## config.mk

```make
export PLATFORM = sky130hd
export DESIGN_NAME = tff_seq_ctrl
export DESIGN_NICKNAME = d
export VERILOG_FILES = /design/src/rtl/tff_seq_ctrl.sv
export SDC_FILE = /design/constraint.sdc
export NUM_CORES = 1
export LEC_CHECK = 0
export CAP_MARGIN = 20
export CORE_ASPECT_RATIO = 0.5
export CORE_MARGIN = 5
export CORE_UTILIZATION = 25
export DETAILED_ROUTE_END_ITERATION = 7
export GPL_TIMING_DRIVEN = 0
export PLACE_DENSITY_LB_ADDON = 0.08
export SLEW_MARGIN = 20
export SYNTH_ARGS = -nofsm -noshare
export SYNTH_HDL_FRONTEND = slang
export SYNTH_SLANG_ARGS = --single-unit
```

## constraint.sdc

```tcl
create_clock -name clk -period 1.6 [get_ports clk]
set_input_delay 0.16 -clock clk [delete_from_list [all_inputs] [get_ports clk]]
set_output_delay 0.16 -clock clk [all_outputs]
set_load 0.005 [all_outputs]
```

## src/rtl/tff_seq_ctrl.sv

```systemverilog
// rtl/tff_seq_ctrl.sv - step sequencer generating toggle enables for a WIDTH-bit T-FF bank
// Optional abort input enabled by defining TFF_SEQ_ABORT_EN.
module tff_seq_ctrl #(
    parameter int WIDTH = 4,
    parameter int CNT_W = 8
) (
    input  logic             clk,
    input  logic             clr,
    input  logic             start,
    input  logic [1:0]       mode,
    input  logic [CNT_W-1:0] steps,
    input  logic [WIDTH-1:0] load_val,
`ifdef TFF_SEQ_ABORT_EN
    input  logic             abort,
`endif
    output logic [WIDTH-1:0] t_vec,
    output logic [WIDTH-1:0] q,
    output logic             busy,
    output logic             done
);

    typedef enum logic [1:0] {
        ST_IDLE = 2'b00,
        ST_RUN  = 2'b01,
        ST_DONE = 2'b10
    } state_t;

    localparam logic [1:0] MODE_UP   = 2'b00;
    localparam logic [1:0] MODE_DOWN = 2'b01;
    localparam logic [1:0] MODE_LOAD = 2'b10;

    state_t             state_q, state_d;
    logic [CNT_W-1:0]   cnt_q, cnt_d;
    logic [1:0]         mode_q, mode_d;
    logic [WIDTH-1:0]   ld_q, ld_d;
    logic [WIDTH-1:0]   bank_q, bank_d;
    logic               busy_q, busy_d;
    logic               done_q, done_d;
    logic               abort_act;
    logic [WIDTH-1:0]   up_t, dn_t;

`ifdef TFF_SEQ_ABORT_EN
    assign abort_act = abort && (state_q == ST_RUN);
`else
    assign abort_act = 1'b0;
`endif

    // Carry/borrow chains: bit i toggles when all lower bits are 1 (up) or 0 (down).
    always_comb begin
        up_t    = '0;
        dn_t    = '0;
        up_t[0] = 1'b1;
        dn_t[0] = 1'b1;
        for (int i = 1; i < WIDTH; i++) begin
            up_t[i] = up_t[i-1] & bank_q[i-1];
            dn_t[i] = dn_t[i-1] & ~bank_q[i-1];
        end
    end

    always_comb begin
        t_vec = '0;
        if (state_q == ST_RUN && !abort_act) begin
            case (mode_q)
                MODE_UP:   t_vec = up_t;
                MODE_DOWN: t_vec = dn_t;
                MODE_LOAD: t_vec = bank_q ^ ld_q;
                default:   t_vec = {WIDTH{1'b1}};
            endcase
        end
    end

    always_comb begin
        state_d = state_q;
        cnt_d   = cnt_q;
        mode_d  = mode_q;
        ld_d    = ld_q;
        busy_d  = busy_q;
        done_d  = 1'b0;
        bank_d  = bank_q ^ t_vec;
        case (state_q)
            ST_IDLE: begin
                busy_d = 1'b0;
                if (start) begin
                    mode_d = mode;
                    ld_d   = load_val;
                    if (steps == '0) begin
                        state_d = ST_DONE;
                        done_d  = 1'b1;
                    end else begin
                        state_d = ST_RUN;
                        busy_d  = 1'b1;
                        // A load reaches its target in one edge, so it always runs once.
                        cnt_d   = (mode == MODE_LOAD) ? CNT_W'(1) : steps;
                    end
                end
            end
            ST_RUN: begin
                cnt_d = cnt_q - CNT_W'(1);
                if (abort_act || cnt_q == CNT_W'(1)) begin
                    state_d = ST_DONE;
                    cnt_d   = '0;
                    busy_d  = 1'b0;
                    done_d  = 1'b1;
                end
            end
            ST_DONE: begin
                state_d = ST_IDLE;
                busy_d  = 1'b0;
            end
            default: begin
                state_d = ST_IDLE;
                busy_d  = 1'b0;
            end
        endcase
    end

    always_ff @(posedge clk or negedge clr) begin
        if (!clr) begin
            state_q <= ST_IDLE;
            cnt_q   <= '0;
            mode_q  <= 2'b00;
            ld_q    <= '0;
            bank_q  <= '0;
            busy_q  <= 1'b0;
            done_q  <= 1'b0;
        end else begin
            state_q <= state_d;
            cnt_q   <= cnt_d;
            mode_q  <= mode_d;
            ld_q    <= ld_d;
            bank_q  <= bank_d;
            busy_q  <= busy_d;
            done_q  <= done_d;
        end
    end

    assign q    = bank_q;
    assign busy = busy_q;
    assign done = done_q;

endmodule

```

---- Yosys cells after proc, flatten, opt, wreduce, memory -nomap -nowiden ----
Cells that the tools add are included.
word-level totals
  register bits after elaboration ......... 22
  output and inout port bits .............. 10
  logic and storage cells ................. 51
operators by class
  bitwise logic cells ..................... 9
  multiplexer cells ....................... 19
  reductions and logical operators ........ 7
  equality and inequality tests ........... 8
  $add $sub $neg .......................... 1
operators by type and width
  kind                                                                number
  8-bit two-way mux                                                   4
  8-bit one-hot mux with 2 select lines                               1
  4-bit one-hot mux with 3 select lines                               1
  8-bit by 1-bit == test with 1-bit output, second input constant     1
  8-bit logical NOT                                                   1
  8-bit by 1-bit subtractor with 8-bit output, second input constant  1
  4-bit bitwise XOR                                                   2
  1-bit two-way mux                                                   6
  2-bit two-way mux                                                   3
  1-bit AND                                                           4
  2-bit by 1-bit == test with 1-bit output, second input constant     2
  2-bit == test, second input constant                                2
  2-bit logical NOT                                                   2
  4-bit two-way mux                                                   1
  2-bit != test, second input constant                                2
  1-bit one-hot mux with 2 select lines                               2
  2-bit one-hot mux with 2 select lines                               1
  2-bit AND reduction                                                 2
  1-bit inverter                                                      3
  3-bit AND reduction                                                 1
  2-bit by 1-bit != test with 1-bit output, second input constant     1
  2-bit nonzero test                                                  1

---- Logic depth before layout (Yosys ltp) ----
  word-level depth ........................ 6
  depth in mapped cells ................... 6
  mapped depth without buffers ............ 6

---- Worst setup path after synthesis ----
No wires, ideal clock.
  kind .................................... reg-to-reg
  start ................................... reg cnt_q[4]
  end ..................................... reg cnt_q[4]
  arrival time ............................ 1.650 ns
  data required time ...................... 1.474 ns
  library setup time ...................... 0.126 ns
  slack ................................... -0.176 ns
  period minus slack after synthesis ...... 1.776 ns
  cell stages (with the launch flop) ...... 5
  cell sequence ........................... dfrtp_1 or3_4 o41ai_4 o22ai_1 a221o_1
on the way
  longest elaborated chain between the ends .. 3
  elaborated cells on any way between the ends .. 4
  classes of those cells .................. 1 x add/sub; 1 x eq/ne; 2 x mux
ends and longest elaborated chain
  element                                                                                                  RTL line  source
  start, declared                                                                                          33        logic [CNT_W-1:0] cnt_q, cnt_d;
  start signal, assigned                                                                                   128       cnt_q <= cnt_d;
  8-bit by 1-bit subtractor with 8-bit output or 8-bit by 1-bit == test with 1-bit output (tied branches)  98, 99
  8-bit two-way mux (*)                                                                                    99        if (abort_act || cnt_q == CNT_W'(1)) begin
  8-bit one-hot mux with 2 select lines (*)                                                                80        case (state_q)
Mark *: on every way between the ends. The rest lies on a longest branch, timed or not.
A chain may end at the register's enable or synchronous reset.

---- Worst setup path in the final report ----
  start ................................... reg cnt_q[4]
  end ..................................... reg cnt_q[3]
on the way
  longest elaborated chain between the ends .. 3
ends and longest elaborated chain
  element                                   RTL line
  8-bit by 1-bit == test with 1-bit output  99
  8-bit two-way mux                         99
  8-bit one-hot mux with 2 select lines     80
Every way passes these cells.

==> summary.log <==
[status] status finished with violations
[status] failing checks negative setup slack
[synth] Post-synth EDFFs 0
[cells_and_area] number of fillers in the final layout 509
[cells_and_area] commonest non-fill, non-tap cells in the layout sky130_fd_sc_hd__buf_4 (30), sky130_fd_sc_hd__clkdlybuf4s50_1 (21), sky130_fd_sc_hd__dfrtp_1 (16)
[place] routability-driven placement congestion ratio 0.727
[synth] yosys synthesis warning count 0
[synth] synthesized instance count 123
[cells_and_area] commonest non-fill, non-tap cell in the layout sky130_fd_sc_hd__buf_4
[synth] count of unique library cells instantiated by Yosys 38
[drt] iteration-0 DRC count of the detailed router 19
[synth] leading cell types by total area after synthesis sky130_fd_sc_hd__dfrtp_1 (44%), sky130_fd_sc_hd__xor2_1 (4.9%), sky130_fd_sc_hd__mux2_2 (4.5%), sky130_fd_sc_hd__a21oi_1 (3.6%), sky130_fd_sc_hd__nand2b_1 (3.0%)
[sta] final sum of negative setup slack -773 ps
[flow_run] max-capacitance violation count 0
[sta] fmax 573 MHz
[drt] DRT Wirelength 3710 µm
[sta] count of final setup violators 9
[sta] time the worst path needs with I/O delays and setup 1750 ps
[floorplan] Std-Cell Core Area 4890 µm²
[hold_path] Worst Hold Class primary input to async pin
[clock_network] clock-pin transition on the worst setup and hold timing paths 80 ps
[drt] residual antenna-violating net count after detailed routing 0
[clock_network] total clock buffers created by CTS 3
[global_routing] first-pass GRT wire length 5940 µm
[global_routing] largest net degree at the start of global routing 23
[synth] number of flip-flops and latches in the synthesized netlist 22
[sta] unrepaired setup endpoints after global routing yes
[worst_setup_path] crit end category register
[global_routing] all-layer global routing usage 0.118
[worst_setup_path] category of the most critical setup path register to register
[floorplan] width of the die 110 µm
[cells_and_area] post-synthesis to final-layout area growth 63.7%
[clock_network] insertion delay to the later sink of the worst-skew pair 260 ps
[synth] average cell area after synthesis 10.2 µm²
[worst_setup_path] Critical Path RT 1750 ps
[cells_and_area] antenna cells 0
[global_routing] number of global-route vias before repair 1200
[floorplan] area of the die 6630 µm²
[synth] library cell occupying the most area in the post-synthesis netlist sky130_fd_sc_hd__dfrtp_1
[power] largest voltage drop on the vdd net 0.955 mV
[worst_setup_path] startpoint class of the critical path register
[clock_network] maximum clock path buffer count 2
[clock_network] H-tree depth 1
[clock_network] cell at the root of the clock tree sky130_fd_sc_hd__clkbuf_8
[place] detailed placer's ending HPWL 2390 µm
[power] ratio of total power to cell area 2050 nW/µm²
[floorplan] chip height 60.2 µm
[sta] final clock period utilization by the worst path 1.09
[drt] via total after detailed routing 1210
[floorplan] Site Rows 18
[synth] share of flip-flops with an asynchronous set or reset after synthesis 1.00
[sta] Final WS setup -145 ps
[drt] vias per inst 4.76
[clock_network] TritonCTS clock tree built
[sta] number of hold violations in the final report 0
[place] Port Buffer Count 26
[drt] wire length per cell after detailed routing 14.6 µm
[sta] Final Max Slew Viols 0
[sta] Slew Limit Headroom 0.653
[drt] DRC viols 0
[cells_and_area] combined area of the multi-input logic cells 808 µm²
[synth] commonest register cell after synthesis sky130_fd_sc_hd__dfrtp_1
[sta] Worst Clk Skew 2.32 ps
[global_routing] total global routing overflow 0
[sta] transition time at the pin with the least slew margin 521 ps
[cells_and_area] count of non-filler cells in the finished layout 254
[floorplan] Top-Level Pins 27
[global_routing] antenna violations before repair 0
[place] placed insts 219
[worst_setup_path] critical path fanouts, max 4
[clock_network] Clock Sink Count 22
[synth] net count after synthesis 142
[cells_and_area] area of all sequential standard cells 558 µm²
[synth] summed instance area of the synthesized netlist 1260 µm²
[cells_and_area] final core utilization 0.421
[power] total leakage power 0.858 nW
[synth] sequential-to-total area share from yosys stat 0.438
[floorplan] starting density of the core 0.257
[cells_and_area] final net count 205
[cells_and_area] proportion of layout cells with a drive suffix above 1 0.435
[synth] post-synth top area share 0.438
[worst_setup_path] WP data arrival 1900 ps
[drt] first-pass iteration count of the detailed router 4
## synthesized netlist by cell type (2+ instances only)
master	count
sky130_fd_sc_hd__xnor2_1	2
sky130_fd_sc_hd__a31oi_1	2
sky130_fd_sc_hd__o22ai_1	4
sky130_fd_sc_hd__a221o_1	3
sky130_fd_sc_hd__dfrtp_1	22
sky130_fd_sc_hd__ha_1	2
sky130_fd_sc_hd__inv_1	6
sky130_fd_sc_hd__nor2_1	7
sky130_fd_sc_hd__o2bb2ai_1	2
sky130_fd_sc_hd__clkbuf_1	4
sky130_fd_sc_hd__nand2b_1	6
sky130_fd_sc_hd__nand2_1	8
sky130_fd_sc_hd__nor3b_1	2
sky130_fd_sc_hd__xor2_1	7
sky130_fd_sc_hd__or4_1	2
sky130_fd_sc_hd__mux2_2	5
sky130_fd_sc_hd__nor2b_1	2
sky130_fd_sc_hd__a21oi_1	9
sky130_fd_sc_hd__nor4_1	4
sky130_fd_sc_hd__o32ai_1	2
sky130_fd_sc_hd__o21ai_0	5
## area by class of cell
| type | instances | share of cell area |
|---|---|---|
| multi-input combinational | 91 | 0.393 |
| sequential | 22 | 0.271 |
| timing repair buffer | 60 | 0.249 |
| tap | 70 | 0.0426 |
| clock buffer | 3 | 0.0201 |
| buffer | 2 | 0.0134 |
| inverter | 6 | 0.0109 |
## routing by layer
layer / share of wire / vias up / global-route usage
met5: 0 / - / 0
met4: 0.015 / 0 / 0.0368
met3: 0.036 / 6 / 0.0324
met2: 0.46 / 27 / 0.194
met1: 0.49 / 587 / 0.153
li1: - / 590 / -
## logic make-up after synthesis
logic type / synth area share
flip-flops: 0.438
adder cells (fa/ha/maj): 0.0199
AND/OR/NAND/NOR: 0.184
AO/OA/AOI/OAI: 0.213
buffers and inverters: 0.0298
XOR/XNOR: 0.0627
multiplexers: 0.0527
## per-stage QoR
| stage | power [W] | setup WS [ps] | hold WS [ps] | cell area, µm² |
|---|---|---|---|---|
| finish | 0.00421 | -145 | 397 | 2060 |
| global route | 0.00452 | -198 | 483 | 2060 |
| CTS | 0.00387 | -186 | 498 | 1900 |
| detailed placement | 0.00293 | -399 | 520 | 1610 |
| global placement | 0.00293 | -389 | 519 | 1610 |
| floorplan | 0.00224 | -69.8 | -136 | 1260 |
## final timing paths
kind	start	endpoint	slack, ps	cells after the start
worst max-delay path	cnt_q[4]$_DFFE_PN0P_	cnt_q[3]$_DFFE_PN0P_	-150	5
worst min-delay path	clr	ld_q[0]$_DFFE_PN0P_	400	2
worst max register to register	cnt_q[4]$_DFFE_PN0P_	cnt_q[3]$_DFFE_PN0P_	-150	5
worst min register to register	ld_q[1]$_DFFE_PN0P_	ld_q[1]$_DFFE_PN0P_	530	1
max in group asynchronous	clr	mode_q[1]$_DFFE_PN0P_	820	2
min in group clk	mode[1]	mode_q[1]$_DFFE_PN0P_	490	3
## worst max-delay path, stage by stage (launching register included)
cell and delay (ps):
sky130_fd_sc_hd__dfrtp_1 400, sky130_fd_sc_hd__or3_4 420, sky130_fd_sc_hd__o41ai_4 320, sky130_fd_sc_hd__buf_4 190
sky130_fd_sc_hd__a21oi_1 40, sky130_fd_sc_hd__a221o_1 260
## flip-flops by register name (all words and copies together) (netlist names)
register,flops
busy,1
cnt_q,8
done,1
ld_q,4
mode_q,2
q,4
state_q,2
## timing repair
action / CTS / global route
pin swaps: 8 / 10
setup buffers: 23 / 10
hold buffers: 0 / 1
resized for setup: 37 / 18
endpoints found under the setup margin: 19 / 16
hold endpoints to repair: 0 / 22
## power breakdown
part,switching [W],internal [W]
sequential,0.000282,0.000845
clock,0.000179,0.000168
combinational,0.00117,0.00156
total,0.00163,0.00258
No activity file was read; power rests on OpenSTA's default activity.
==> variant: new RTL, same flow settings <==
Set the parameter `WIDTH` to 6 (it was 4).
--- a/src/rtl/tff_seq_ctrl.sv
+++ b/src/rtl/tff_seq_ctrl.sv
@@ -3,3 +3,3 @@
 module tff_seq_ctrl #(
-    parameter int WIDTH = 4,
+    parameter int WIDTH = 6,
     parameter int CNT_W = 8
Interface: changed (resized load_val, q and t_vec); port bits go from 27 to 33. The function was not compared with the original's and may differ.
==> variant against the unedited design <==
- the run still ends with negative setup slack left
- cell count up 19%
- die area up 21%
- sequential cell count up 4
- power up 30%
- area after synthesis up 24%
- design area up 22%
- sequential power up 27%
- setup slack worse by 0.21 ns
- routed wire length up 25%
- highest routed layer unchanged
==> variant: results (changes against the unedited design) <==
Timing
  • Clk_skew: 0.00442 ns (+0.00210 ns)
  • Final worst slack: -0.355 ns (-0.209 ns)
  • Worst slew margin: 57.0% (-8.3 points)
  • Final setup vio count: 7 (-2)

Layout
  • Nets: 236 (+15%)
  • Layout cells sized above 1: 39.7% (-3.8 points)
  • Non-clk buf share: 21.1% (-5.2 points)
  • Area grow syn2layout: 61.1%
  • Count of multi-input gates: 116 (+27%)
  • Number of non-clock buffers: 61 (-1.6%)

Pwr
  • Leakage power: 1.02 nW (+19%)
  • Comb. pwr: 3.29 mW (+20%)
  • Power in the clock group: 0.754 mW (+120%)

Global routing
  • Tot GR Track Use: 11.4% (-0.42 points)
  • First-pass GRT wire length: 7120 um (+20%)
  • Met1 Usage GRT: 15.3% (-0.036 points)
  • GR Util met2: 18.5% (-0.91 points)
  • Vias in the first global route: 1423 (+19%)

Routing
  • DRT met1 WL: 2090 um (+15%)
  • Metal3 WL: 238 um (+80%)
  • WL met2: 2290 um (+35%)
  • Routed WL: 4640 um (+25%)

Placed design
  • DP HPWL: 3120 um (+30%)
  • Setup WS pre-CTS: -0.693 ns (-0.294 ns)
  • RD Place Congestion: 0.827 (+14%)

Worst setup path
  • Max incr delay on CP: 0.57 ns (+0.15 ns)
  • CP Data Arrival Time: 1.79 ns (-0.11 ns)
  • CP max stage cell: or4b_4

Synthesis
  • Seq/Total Area, Yosys: 41.8% (-2.0 points)
  • Syn Inst Count: 156 (+27%)
  • Yosys cell types: 45 (+18%)
  • Top post-synthesis cells by area: dfrtp_1, mux2_2, xor2_1
  • Syn Nets: 177 (+25%)

Status
  • Failing checks: negative setup slack
  • Outcome: finished with violations
[variant: kinds of logic after synthesis]
kind of cell | count (synthesis) | share of synthesized area [%]
AO/OA/AOI/OAI | 41 | 18.0
buffers and inverters | 14 | 4.10
flip-flops | 26 | 41.8
XOR/XNOR | 11 | 6.19
multiplexers | 12 | 9.08
adder cells (fa/ha/maj) | 2 | 1.61
AND/OR/NAND/NOR | 50 | 19.2
[variant: path summary, 6_finish.rpt]
kind	from	end	slack, ns	cells after the start
max in group asynchronous	clr	q[1]	0.69	2
min in group clk	busy	busy	0.48	2
min	clr	busy	0.46	2
min reg2reg	busy	busy	0.48	2
max	q[2]	t_vec[5]	-0.35	5
max reg2reg	q[2]	q[4]	-0.10	5
[variant: repair_timing]
action	in CTS	in global routing
setup buffers	13	11
setup endpoints to repair	23	18
pin swaps	15	9
endpoints found under the hold margin	26	0
gates resized for setup	48	36
hold buffers	1	0
